<file path="src/rtl/efuse_pkg.sv">
// Shared mode codes, sequencer state encoding and a small parameter helper
// for the eFuse program/read sequencer.
package efuse_pkg;

    localparam logic [1:0] MODE_PROG = 2'b01;
    localparam logic [1:0] MODE_READ = 2'b10;

    typedef enum logic [3:0] {
        IDLE     = 4'd0,
        PWR_EN   = 4'd1,
        PWR_RAMP = 4'd2,
        SETUP    = 4'd3,
        SCLK_H   = 4'd4,
        SCLK_L   = 4'd5,
        HOLD     = 4'd6,
        PWR_DN   = 4'd7,
        DONE     = 4'd8
    } state_t;

    function automatic int max4(input int a, input int b, input int c, input int d);
        int m;
        m = a;
        if (b > m) m = b;
        if (c > m) m = c;
        if (d > m) m = d;
        return m;
    endfunction

endpackage

</file>
<file path="src/rtl/efuse_phase_timer.sv">
// Down-counter shared by every timed sequencer phase: load (cycles-1), expire when it hits zero.
// Expire is combinational from the count so the FSM can leave a phase on its last cycle.
module efuse_phase_timer #(
    parameter int CNT_W = 4
) (
    input  logic             clk,
    input  logic             rst,
    input  logic             i_load,
    input  logic [CNT_W-1:0] i_load_val,
    output logic             o_expire
);

    logic [CNT_W-1:0] r_cnt;

    always_ff @(posedge clk) begin
        if (rst) begin
            r_cnt <= '0;
        end else if (i_load) begin
            r_cnt <= i_load_val;
        end else if (r_cnt != '0) begin
            r_cnt <= r_cnt - 1'b1;
        end
    end

    assign o_expire = (r_cnt == '0);

endmodule

</file>
<file path="src/rtl/efuse_seq_ctrl.sv">
// eFuse program/read sequencer: power-switch and fuse-macro strobes for DATA_W bits, with
// DOUT read-back, busy/done handshake and invalid-mode error pulse. All outputs registered.
module efuse_seq_ctrl
    import efuse_pkg::*;
#(
    parameter int DATA_W  = 32,
    parameter int TCKHP_W = 4,
    parameter int T_PWR   = 8,
    parameter int T_SU    = 2,
    parameter int TCKL    = 2
) (
    input  logic               clk,
    input  logic               rst,
    input  logic               start,
    input  logic [1:0]         mode,
    input  logic [TCKHP_W-1:0] TCKHP,
    input  logic [DATA_W-1:0]  prog,
    input  logic               DOUT,
    output logic               EN,
    output logic               RAMPENA,
    output logic               SHORT,
    output logic               CSB,
    output logic               PGM,
    output logic               SCLK,
    output logic               busy,
    output logic               done,
    output logic               err,
    output logic [DATA_W-1:0]  rdata
);

    localparam int CNT_W = $clog2(max4(T_PWR, T_SU, TCKL, 2**TCKHP_W));
    localparam int BIT_W = (DATA_W > 1) ? $clog2(DATA_W) : 1;

    state_t              r_state;
    state_t              w_state_nxt;
    logic                r_start_q;
    logic                r_is_prog;
    logic [DATA_W-1:0]   r_prog;
    logic [TCKHP_W-1:0]  r_tckhp;
    logic [BIT_W-1:0]    r_bit;
    logic                r_smp_vld;
    logic [BIT_W-1:0]    r_smp_idx;
    logic [DATA_W-1:0]   r_rdata;
    logic                r_en, r_rampena, r_short, r_csb, r_pgm, r_sclk;
    logic                r_busy, r_done, r_err;

    logic                w_edge, w_mode_ok, w_accept, w_expire, w_load, w_last_bit;
    logic [BIT_W-1:0]    w_bit_nxt, w_hbit;
    logic [CNT_W-1:0]    w_load_val;
    logic [TCKHP_W-1:0]  w_tckhp_cl;
    logic                w_en, w_rampena, w_short, w_csb, w_pgm, w_sclk, w_busy, w_done;

    assign w_edge     = start & ~r_start_q;
    assign w_mode_ok  = (mode == MODE_PROG) || (mode == MODE_READ);
    assign w_accept   = (r_state == IDLE) && w_edge && w_mode_ok;
    assign w_tckhp_cl = (TCKHP == '0) ? TCKHP_W'(1) : TCKHP;
    assign w_last_bit = (r_bit == BIT_W'(DATA_W - 1));
    assign w_bit_nxt  = w_last_bit ? '0 : r_bit + 1'b1;
    // Bit whose SCLK_H is being loaded: current bit from SETUP, the next one from SCLK_L.
    assign w_hbit     = (r_state == SCLK_L) ? w_bit_nxt : r_bit;

    efuse_phase_timer #(.CNT_W(CNT_W)) u_timer (
        .clk        (clk),
        .rst        (rst),
        .i_load     (w_load),
        .i_load_val (w_load_val),
        .o_expire   (w_expire)
    );

    always_ff @(posedge clk) begin
        if (rst) begin
            r_state <= IDLE;
        end else begin
            r_state <= w_state_nxt;
        end
    end

    always_comb begin
        w_state_nxt = r_state;
        w_load_val  = '0;
        w_en        = 1'b0;
        w_rampena   = 1'b0;
        w_short     = 1'b1;
        w_csb       = 1'b1;
        w_pgm       = 1'b0;
        w_sclk      = 1'b0;
        w_busy      = (r_state != IDLE);
        w_done      = 1'b0;

        case (r_state)
            IDLE:     if (w_accept) w_state_nxt = (mode == MODE_PROG) ? PWR_EN : SETUP;
            PWR_EN:   if (w_expire) w_state_nxt = PWR_RAMP;
            PWR_RAMP: if (w_expire) w_state_nxt = SETUP;
            SETUP:    if (w_expire) w_state_nxt = SCLK_H;
            SCLK_H:   if (w_expire) w_state_nxt = SCLK_L;
            SCLK_L:   if (w_expire) w_state_nxt = w_last_bit ? HOLD : SCLK_H;
            HOLD:     if (w_expire) w_state_nxt = r_is_prog ? PWR_DN : DONE;
            PWR_DN:   if (w_expire) w_state_nxt = DONE;
            DONE:     w_state_nxt = IDLE;
            default:  w_state_nxt = IDLE;
        endcase

        case (w_state_nxt)
            PWR_EN, PWR_RAMP, PWR_DN: w_load_val = CNT_W'(T_PWR - 1);
            SETUP, HOLD:              w_load_val = CNT_W'(T_SU - 1);
            SCLK_L:                   w_load_val = CNT_W'(TCKL - 1);
            // Unprogrammed bits still get a 1-cycle pulse so the macro address advances.
            SCLK_H:                   w_load_val = (r_is_prog && r_prog[w_hbit]) ?
                                                   CNT_W'(r_tckhp) - CNT_W'(1) : '0;
            default:                  w_load_val = '0;
        endcase

        case (r_state)
            PWR_EN, PWR_DN: begin
                w_en    = 1'b1;
                w_short = 1'b0;
            end
            PWR_RAMP: begin
                w_en      = 1'b1;
                w_short   = 1'b0;
                w_rampena = 1'b1;
            end
            SETUP, SCLK_H, SCLK_L, HOLD: begin
                w_csb  = 1'b0;
                w_sclk = (r_state == SCLK_H);
                if (r_is_prog) begin
                    w_en      = 1'b1;
                    w_short   = 1'b0;
                    w_rampena = 1'b1;
                    w_pgm     = 1'b1;
                end
            end
            DONE:    w_done = 1'b1;
            default: ;
        endcase
    end

    assign w_load = (w_state_nxt != r_state);

    always_ff @(posedge clk) begin
        if (rst) begin
            r_start_q <= 1'b0;
            r_is_prog <= 1'b0;
            r_prog    <= '0;
            r_tckhp   <= '0;
            r_bit     <= '0;
            r_smp_vld <= 1'b0;
            r_smp_idx <= '0;
            r_rdata   <= '0;
            r_en      <= 1'b0;
            r_rampena <= 1'b0;
            r_short   <= 1'b1;
            r_csb     <= 1'b1;
            r_pgm     <= 1'b0;
            r_sclk    <= 1'b0;
            r_busy    <= 1'b0;
            r_done    <= 1'b0;
            r_err     <= 1'b0;
        end else begin
            r_start_q <= start;
            if (w_accept) begin
                r_is_prog <= (mode == MODE_PROG);
                r_prog    <= prog;
                r_tckhp   <= w_tckhp_cl;
                r_bit     <= '0;
            end else if (r_state == SCLK_L && w_expire) begin
                r_bit <= w_bit_nxt;
            end
            // Sampling is delayed one cycle to line up with the registered SCLK_L output.
            r_smp_vld <= (r_state == SCLK_L) && w_expire && !r_is_prog;
            r_smp_idx <= r_bit;
            if (r_smp_vld) begin
                r_rdata[r_smp_idx] <= DOUT;
            end
            r_en      <= w_en;
            r_rampena <= w_rampena;
            r_short   <= w_short;
            r_csb     <= w_csb;
            r_pgm     <= w_pgm;
            r_sclk    <= w_sclk;
            r_busy    <= w_busy;
            r_done    <= w_done;
            r_err     <= (r_state == IDLE) && w_edge && !w_mode_ok;
        end
    end

    assign EN      = r_en;
    assign RAMPENA = r_rampena;
    assign SHORT   = r_short;
    assign CSB     = r_csb;
    assign PGM     = r_pgm;
    assign SCLK    = r_sclk;
    assign busy    = r_busy;
    assign done    = r_done;
    assign err     = r_err;
    assign rdata   = r_rdata;

endmodule

</file>
<file path="config.mk">
export PLATFORM = sky130hd
export DESIGN_NAME = efuse_seq_ctrl
export DESIGN_NICKNAME = d
export VERILOG_FILES = /design/src/rtl/efuse_pkg.sv /design/src/rtl/efuse_phase_timer.sv /design/src/rtl/efuse_seq_ctrl.sv
export SDC_FILE = /design/constraint.sdc
export NUM_CORES = 1
export LEC_CHECK = 0
export ABC_AREA = 1
export CORE_MARGIN = 2
export CORE_UTILIZATION = 40
export CTS_CLUSTER_DIAMETER = 50
export DETAILED_ROUTE_END_ITERATION = 7
export DONT_BUFFER_PORTS = 1
export PLACE_DENSITY = 0.59
export SLEW_MARGIN = 5
export SYNTH_ARGS = -nofsm -noshare
export SYNTH_HDL_FRONTEND = slang
export SYNTH_SLANG_ARGS = --single-unit
</file>
<file path="constraint.sdc">
create_clock -name clk -period 2.45 [get_ports clk]
set_input_delay 0.245 -clock clk [delete_from_list [all_inputs] [get_ports clk]]
set_output_delay 0.245 -clock clk [all_outputs]
set_load 0.05 [all_outputs]
</file>
Yosys cells after proc, flatten, opt, wreduce, memory -nomap -nowiden

Index checks and enable logic that the tools add are counted.
W data, S select, Z words.

Latch bits: 0
Word-level logic and storage cells: 100
Memories: 0
RAM bits: 0
Bits of input ports: 42
Bits in registers: 98
Output and inout port bits: 41
Memory bits (read-only): 0

$add $sub $neg: 3
Equality and inequality tests: 19
Mux-type cells: 31
Multipliers: 0
Bitwise operators: 3
Shift-type cells: 0
Magnitude comparators: 3
Divide/modulo/power cells: 0
Reductions and logical operators: 22

Operators with widths:

| operator              | number |
|---|---|
| $mux W4               | 13 |
| $bwmux W32            | 1 |
| $eq A4 B3 Y1 const B  | 8 |
| $pmux W4 S8           | 1 |
| $eq A4 B2 Y1 const B  | 4 |
| $logic_not A4 Y1      | 3 |
| $lt A5 B6 Y1 const B  | 2 |
| $pmux W4 S3           | 1 |
| $mux W5               | 2 |
| $reduce_or A3 Y1      | 3 |
| $eq A4 B1 Y1 const B  | 2 |
| $reduce_bool A4 Y1    | 2 |
| $sub A4 B1 Y4 const B | 2 |
| $logic_and A1 B1 Y1   | 7 |
| $mux W1               | 6 |
| $pmux W1 S2           | 3 |
| $add A5 B1 Y5 const B | 1 |
| $bmux W1 S5           | 1 |
| $demux W1 S5          | 1 |
| $eq A5 B5 Y1 const B  | 1 |
| $ge A5 B1 Y1 const B  | 1 |
| $eq A4 B4 Y1 const B  | 1 |
| $mux W2               | 2 |
| $ne A4 B4 Y1          | 1 |
| 9 further kinds       | 12 |

Longest topological paths before layout

Word-level depth: 10
Mapped depth: 19

Modules after synthesis

From an unflattened synthesis, not the netlist that was laid out.

Cell total of the unflattened synthesis: 622
Area total of the unflattened synthesis: 4,453.0 um^2

Modules (own cells, without submodules):

| module            | instances | area an instance (um^2) | cells an instance |
|---|---|---|---|
| efuse_seq_ctrl    | 1         | 4,205.3                 | 582 |
| efuse_phase_timer | 1         | 247.7                   | 40 |

Least setup slack after synthesis

Ideal clock, no wire load.

Kind: flip-flop to flip-flop
Start: register r_bit[0]
End: register u_timer.r_cnt[2]
Stages on the path, launching flop included: 20
Path buffers: 1
Clock period less this slack: 2.177 ns
Path slack: 0.273 ns
Data arrival time: 2.110 ns
Path through: dfxtp_1 > ha_1 > nand2_1 > nor2_1 > ha_1 > inv_1 > nand2_1 > nand3_2 > nand2_2 > buf_6 > nand2_1 > nand3_1 > nand3_1 > nand3_1 > nand3_1 > nand2_1 > nand2_1 > nor2_2 > nand2_1 > a21oi_2

Cells in the longest elaborated chain, start to end: 9

Ends and longest elaborated chain:

| what                                                 | RTL line                                   | text |
|---|---|---|
| start, declared                                      | efuse_seq_ctrl.sv:40                       | `logic [BIT_W-1:0] r_bit;` |
| start signal, assigned                               | efuse_seq_ctrl.sv:167                      | `r_bit <= w_bit_nxt;` |
| $add A5 B1 Y5 / $eq A5 B5 Y1 (equally long branches) | efuse_seq_ctrl.sv:58, efuse_seq_ctrl.sv:57 |  |
| $mux W5                                              | efuse_seq_ctrl.sv:58                       | `assign w_bit_nxt = w_last_bit ? '0 : r_bit + 1'b1;` |
| $mux W5                                              | efuse_seq_ctrl.sv:60                       | `assign w_hbit = (r_state == SCLK_L) ? w_bit_nxt : r_bit;` |
| $bmux W1 S5                                          | efuse_seq_ctrl.sv:108                      | `SCLK_H: w_load_val = (r_is_prog && r_prog[w_hbit]) ?` |
| $mux W1 (not written as such)                        | efuse_seq_ctrl.sv:108                      |  |
| $logic_and A1 B1 Y1                                  | efuse_seq_ctrl.sv:108                      |  |
| $mux W4                                              | efuse_seq_ctrl.sv:108                      |  |
| $pmux W4 S3                                          | efuse_seq_ctrl.sv:103                      | `case (w_state_nxt)` |
| $mux W4                                              | efuse_phase_timer.sv:18                    | `end else if (i_load) begin` |
| end signal, assigned                                 | efuse_phase_timer.sv:19                    | `r_cnt <= i_load_val;` |
| end signal, assigned                                 | efuse_phase_timer.sv:21                    | `r_cnt <= r_cnt - 1'b1;` |
| end, declared                                        | efuse_phase_timer.sv:13                    | `logic [CNT_W-1:0] r_cnt;` |

Several ways; a longest one is shown, not always the timed one. The select of a mux whose other input is x is not followed.
A chain may end at the register's enable or synchronous reset.

Worst setup path after layout

Start: register u_timer.r_cnt[0]
End: register u_timer.r_cnt[1]

Cells in the longest elaborated chain, start to end: 7

Ends and longest elaborated chain:

| what                                 | RTL line                | text |
|---|---|---|
| $logic_not A4 Y1                     | efuse_phase_timer.sv:25 | `assign o_expire = (r_cnt == '0);` |
| $mux W4 (tied with other cells)      | efuse_seq_ctrl.sv:98    | `PWR_DN: if (w_expire) w_state_nxt = DONE;` |
| $pmux W4 S8                          | efuse_seq_ctrl.sv:90    | `case (r_state)` |
| $eq A4 B3 Y1 (tied with other cells) | efuse_seq_ctrl.sv:103   |  |
| $reduce_or A3 Y1 (on tied branches)  | -                       |  |
| $pmux W4 S3                          | efuse_seq_ctrl.sv:103   |  |
| $mux W4                              | efuse_phase_timer.sv:18 |  |

Several ways; a longest one is shown, not always the timed one. The select of a mux whose other input is x is not followed.

==> summary.md <==
| Metric | Value |
|---|---|
| Run status | `finished clean` |
| Syn Area/Cell | `roughly 7.1 um^2` |
| P_leak | `1.98 nW` |
| Combinational share of power | `25.5%` |
| Sequential fraction of the synthesis area | `44.9%` |
| Later-pin clock latency in the skew report | `0.38 ns` |
| Sequential share of power | `49.5%` |
| Row count | `38` |
| CP max FO | `6` |
| Die area | `approximately 12000 um^2` |
| Worst Hold Slack | `0.0134 ns` |
| Commonest non-fill, non-tap cell in the layout | `nor2_1` |
| Total CTS buffers | `9` |
| TritonRoute pass-1 iters | `4` |
| Core ar. | `approximately 11000 um^2` |
| Initial Utilization | `between 40% and 50%` |
| Max-cap violations | `0` |
| Peak VDD IR | `between 0.4 and 0.5 mV` |
| Clk_skew | `0.00991 ns` |
| Worst Tran Pin Value | `around 0.56 ns` |
| Worst setup path class | `reg2reg` |
| CTS tree | `yes` |
| Psw | `approximately 0.0014 W` |
| Most frequent cells in the layout | `102 x nor2_1, 95 x dfxtp_1, 79 x nand3_1` |
| Post-route ant nets | `0` |
| Busiest grt layer | `met2` |
| Post-layout minimum cycle time | `2.28 ns` |
| Vias in the first global route | `roughly 4000` |
| Critical Path Source Type | `register` |
| PwrDens | `781 nW/um^2` |
| Met1 Use GR | `~25%` |
| Port Buf Inserts | `0` |
| Setup_tns | `0 ns` |
| Maximum number of pins on one net before global-route repair | `52` |
| Layout area overhead | `15.5%` |
| Root Buffer | `clkbuf_8` |
| H-tree depth | `3` |
| Drt wl/cell | `14.3 um` |
| Hpwl dp | `7780 um` |
| Critical Path End Type | `register` |
| Clock-pin slew on the worst setup and hold paths | `0.09 ns` |
| Final global-route overflow total | `0` |
| Vias per inst | `approximately 5.2` |
| Final hold viol count | `0` |
| DP Worst Slack | `0.122 ns` |
| Iter 0 DRT Violations | `roughly 240` |
| TritonCTS Sinks | `98` |
| Fin nets | `689` |
| Final GP Congestion | `0.847` |
| Critical path required time | `2.76 ns` |
| Final period utilization | `a little over 90%` |
| Clock Path Buffers | `2` |
| Cell variety after synth | `30` |
| Switching share of total power | `35.5%` |
| Synthesized area | `about 4400 um^2` |
| Synthesized netlist net count | `659` |
| Max-Slew Margin vs Limit | `62.4%` |
| Chip Width | `~110 um` |
| First-pass GRT wire length | `18600 um` |
| Via count | `4135` |
| Fmax | `439 MHz` |
| Drc violations | `0` |
| Clock share of power | `25.0%` |
| Critical path arrival | `2.59 ns` |
| Internal | `between 0.002 and 0.003 W` |
| Share of layout cells above drive strength 1 | `about 9.3%` |
| Final Max Tran Viols | `0` |
| Final WL | `about 11000 um` |
| Fillers | `1096` |
| Antenna violations before repair | `1` |
| Synth Instances | `612` |
| GRT met3 Usage | `a little under 5%` |
| Ys Warns | `0` |
| Flops & latches, synth | `98` |
| DIE HEIGHT | `109 um` |
| Top Ports | `83` |
| Final Setup Violations | `0` |
| Setup ws final | `0.171 ns` |
| Global routing usage on met2 | `33.3%` |
| GR Util All Layers | `20.0%` |
| Register-to-register setup slack | `0.17 ns` |
| Tightest Hold Check Type | `in2reg` |
repair_timing:
item                                    in CTS  in global routing
hold buffers                                22                  0
setup buffers                                0                  6
hold endpoints to repair                    72                  0
resized for setup                            0                 11
endpoints found under the setup margin       0                  4
layer usage:
metal / vias to the layer above / routed length [um]
li1: 2097 / -
met1: 1906 / 5090
met2: 117 / 5300
met3: 15 / 685
met4: 0 / 206
met5: - / 0
state kept, by name (all words and copies together), names as in the netlist:
name           cells
done               1
err                1
r_start_q          1
r_prog            32
EN                 1
u_timer.r_cnt      4
r_is_prog          1
r_state            4
SCLK               1
CSB                1
rdata             32
busy               1
PGM                1
r_bit              5
r_smp_vld          1
SHORT              1
RAMPENA            1
r_smp_idx          5
r_tckhp            4
worst max-delay path, cell delays in order, from the launching register on:
cell and delay, ns:
dfxtp_1 0.34, inv_1 0.07, ha_2 0.20, nand2_1 0.09, nor2_4 0.17, nand2_1 0.11, nand2_1 0.14, nand4_1 0.12
a21oi_2 0.23, nand2_1 0.07, nand2_1 0.06, nand2_1 0.10, inv_2 0.11, nand2_1 0.11, inv_1 0.10, nand2_1 0.05
a21oi_1 0.13
power by group through the flow:
| stage | Combinational, W | Clock (W) | Sequential [W] |
|---|---|---|---|
| 6_report | 0.00101 | 0.000984 | 0.00195 |
| 5_1_grt | 0.00114 | 0.00107 | 0.00198 |
| 4_1_cts | 0.000918 | 0.00101 | 0.00195 |
| 3_5_place_dp | 0.000870 | 0 | 0.00199 |
| 3_3_place_gp | 0.000847 | 0 | 0.00199 |
| 2_1_floorplan | 0.000709 | 0 | 0.00195 |
area by class of cell:
cell class / instances / area (um^2) / area share (%)
diodes: 1 / 2.50 / 0.0496
clock buffers: 11 / 141 / 2.80
clock inverters: 5 / 38.8 / 0.768
inverters: 60 / 225 / 4.46
multi-input cells: 432 / 2120 / 41.9
flip-flops and latches: 98 / 1970 / 38.9
well taps: 140 / 175 / 3.47
repair buffers: 41 / 385 / 7.63
kinds of logic after synthesis:
group           Yosys count  synth area share, %
flops                    98                 44.9
compound gates          139                 16.9
simple gates            283                 28.4
fa+ha+maj                 5                 1.43
buf+inv                  83                 7.56
xor+xnor                  4                0.801
stage by stage:
stage | utilization (%) | area, um^2 | instances | total power, W
2_1_floorplan | - | 4370 | 612 | 0.00266
3_3_place_gp | 42.4 | 4550 | 742 | 0.00283
3_5_place_dp | 42.4 | 4550 | 742 | 0.00286
4_1_cts | 46.2 | 4960 | 780 | 0.00388
5_1_grt | 47.0 | 5050 | 788 | 0.00419
6_report | 47.0 | 5050 | 788 | 0.00394
Yosys cell counts:
cell type    n  share of area, %
nor2_4       2              0.52
a31oi_1      1              0.14
buf_4        1              0.17
nor3_1      16               1.8
nand4_1      2              0.29
nand2_2      2              0.29
and3_1       1              0.14
nand3_2      1              0.23
buf_6        2              0.52
nand2_1     73               6.3
o211ai_1     2              0.34
o21ai_0     76               8.7
o21ai_2      2              0.40
a21oi_1     48               5.5
a21oi_2      3              0.60
o21ai_1      1              0.11
o211a_1      1              0.23
nor2_1     102               8.8
nor4_4       1              0.49
dfxtp_1     98                45
clkbuf_1    20               1.7
nand3b_1     1              0.17
ha_1         5               1.4
nor2_2       2              0.29
a211oi_1     5              0.86
inv_1       57               4.9
xor2_1       4              0.80
nor4_1       1              0.14
nand3_1     79               9.0
inv_2        3              0.26
final timing paths:
path                                       from                       endpoint  cells past startpoint
setup / recovery  u_timer.r_cnt[0]$_SDFFE_PP0P_  u_timer.r_cnt[1]$_SDFFE_PP0P_                     16
hold / removal                          prog[8]         r_prog[8]$_SDFFE_PP0P_                      2
setup reg to reg  u_timer.r_cnt[0]$_SDFFE_PP0P_  u_timer.r_cnt[1]$_SDFFE_PP0P_                     16
hold reg to reg         r_tckhp[0]$_SDFFE_PP0P_        r_tckhp[0]$_SDFFE_PP0P_                      2
(Power assumes the default switching activity.)
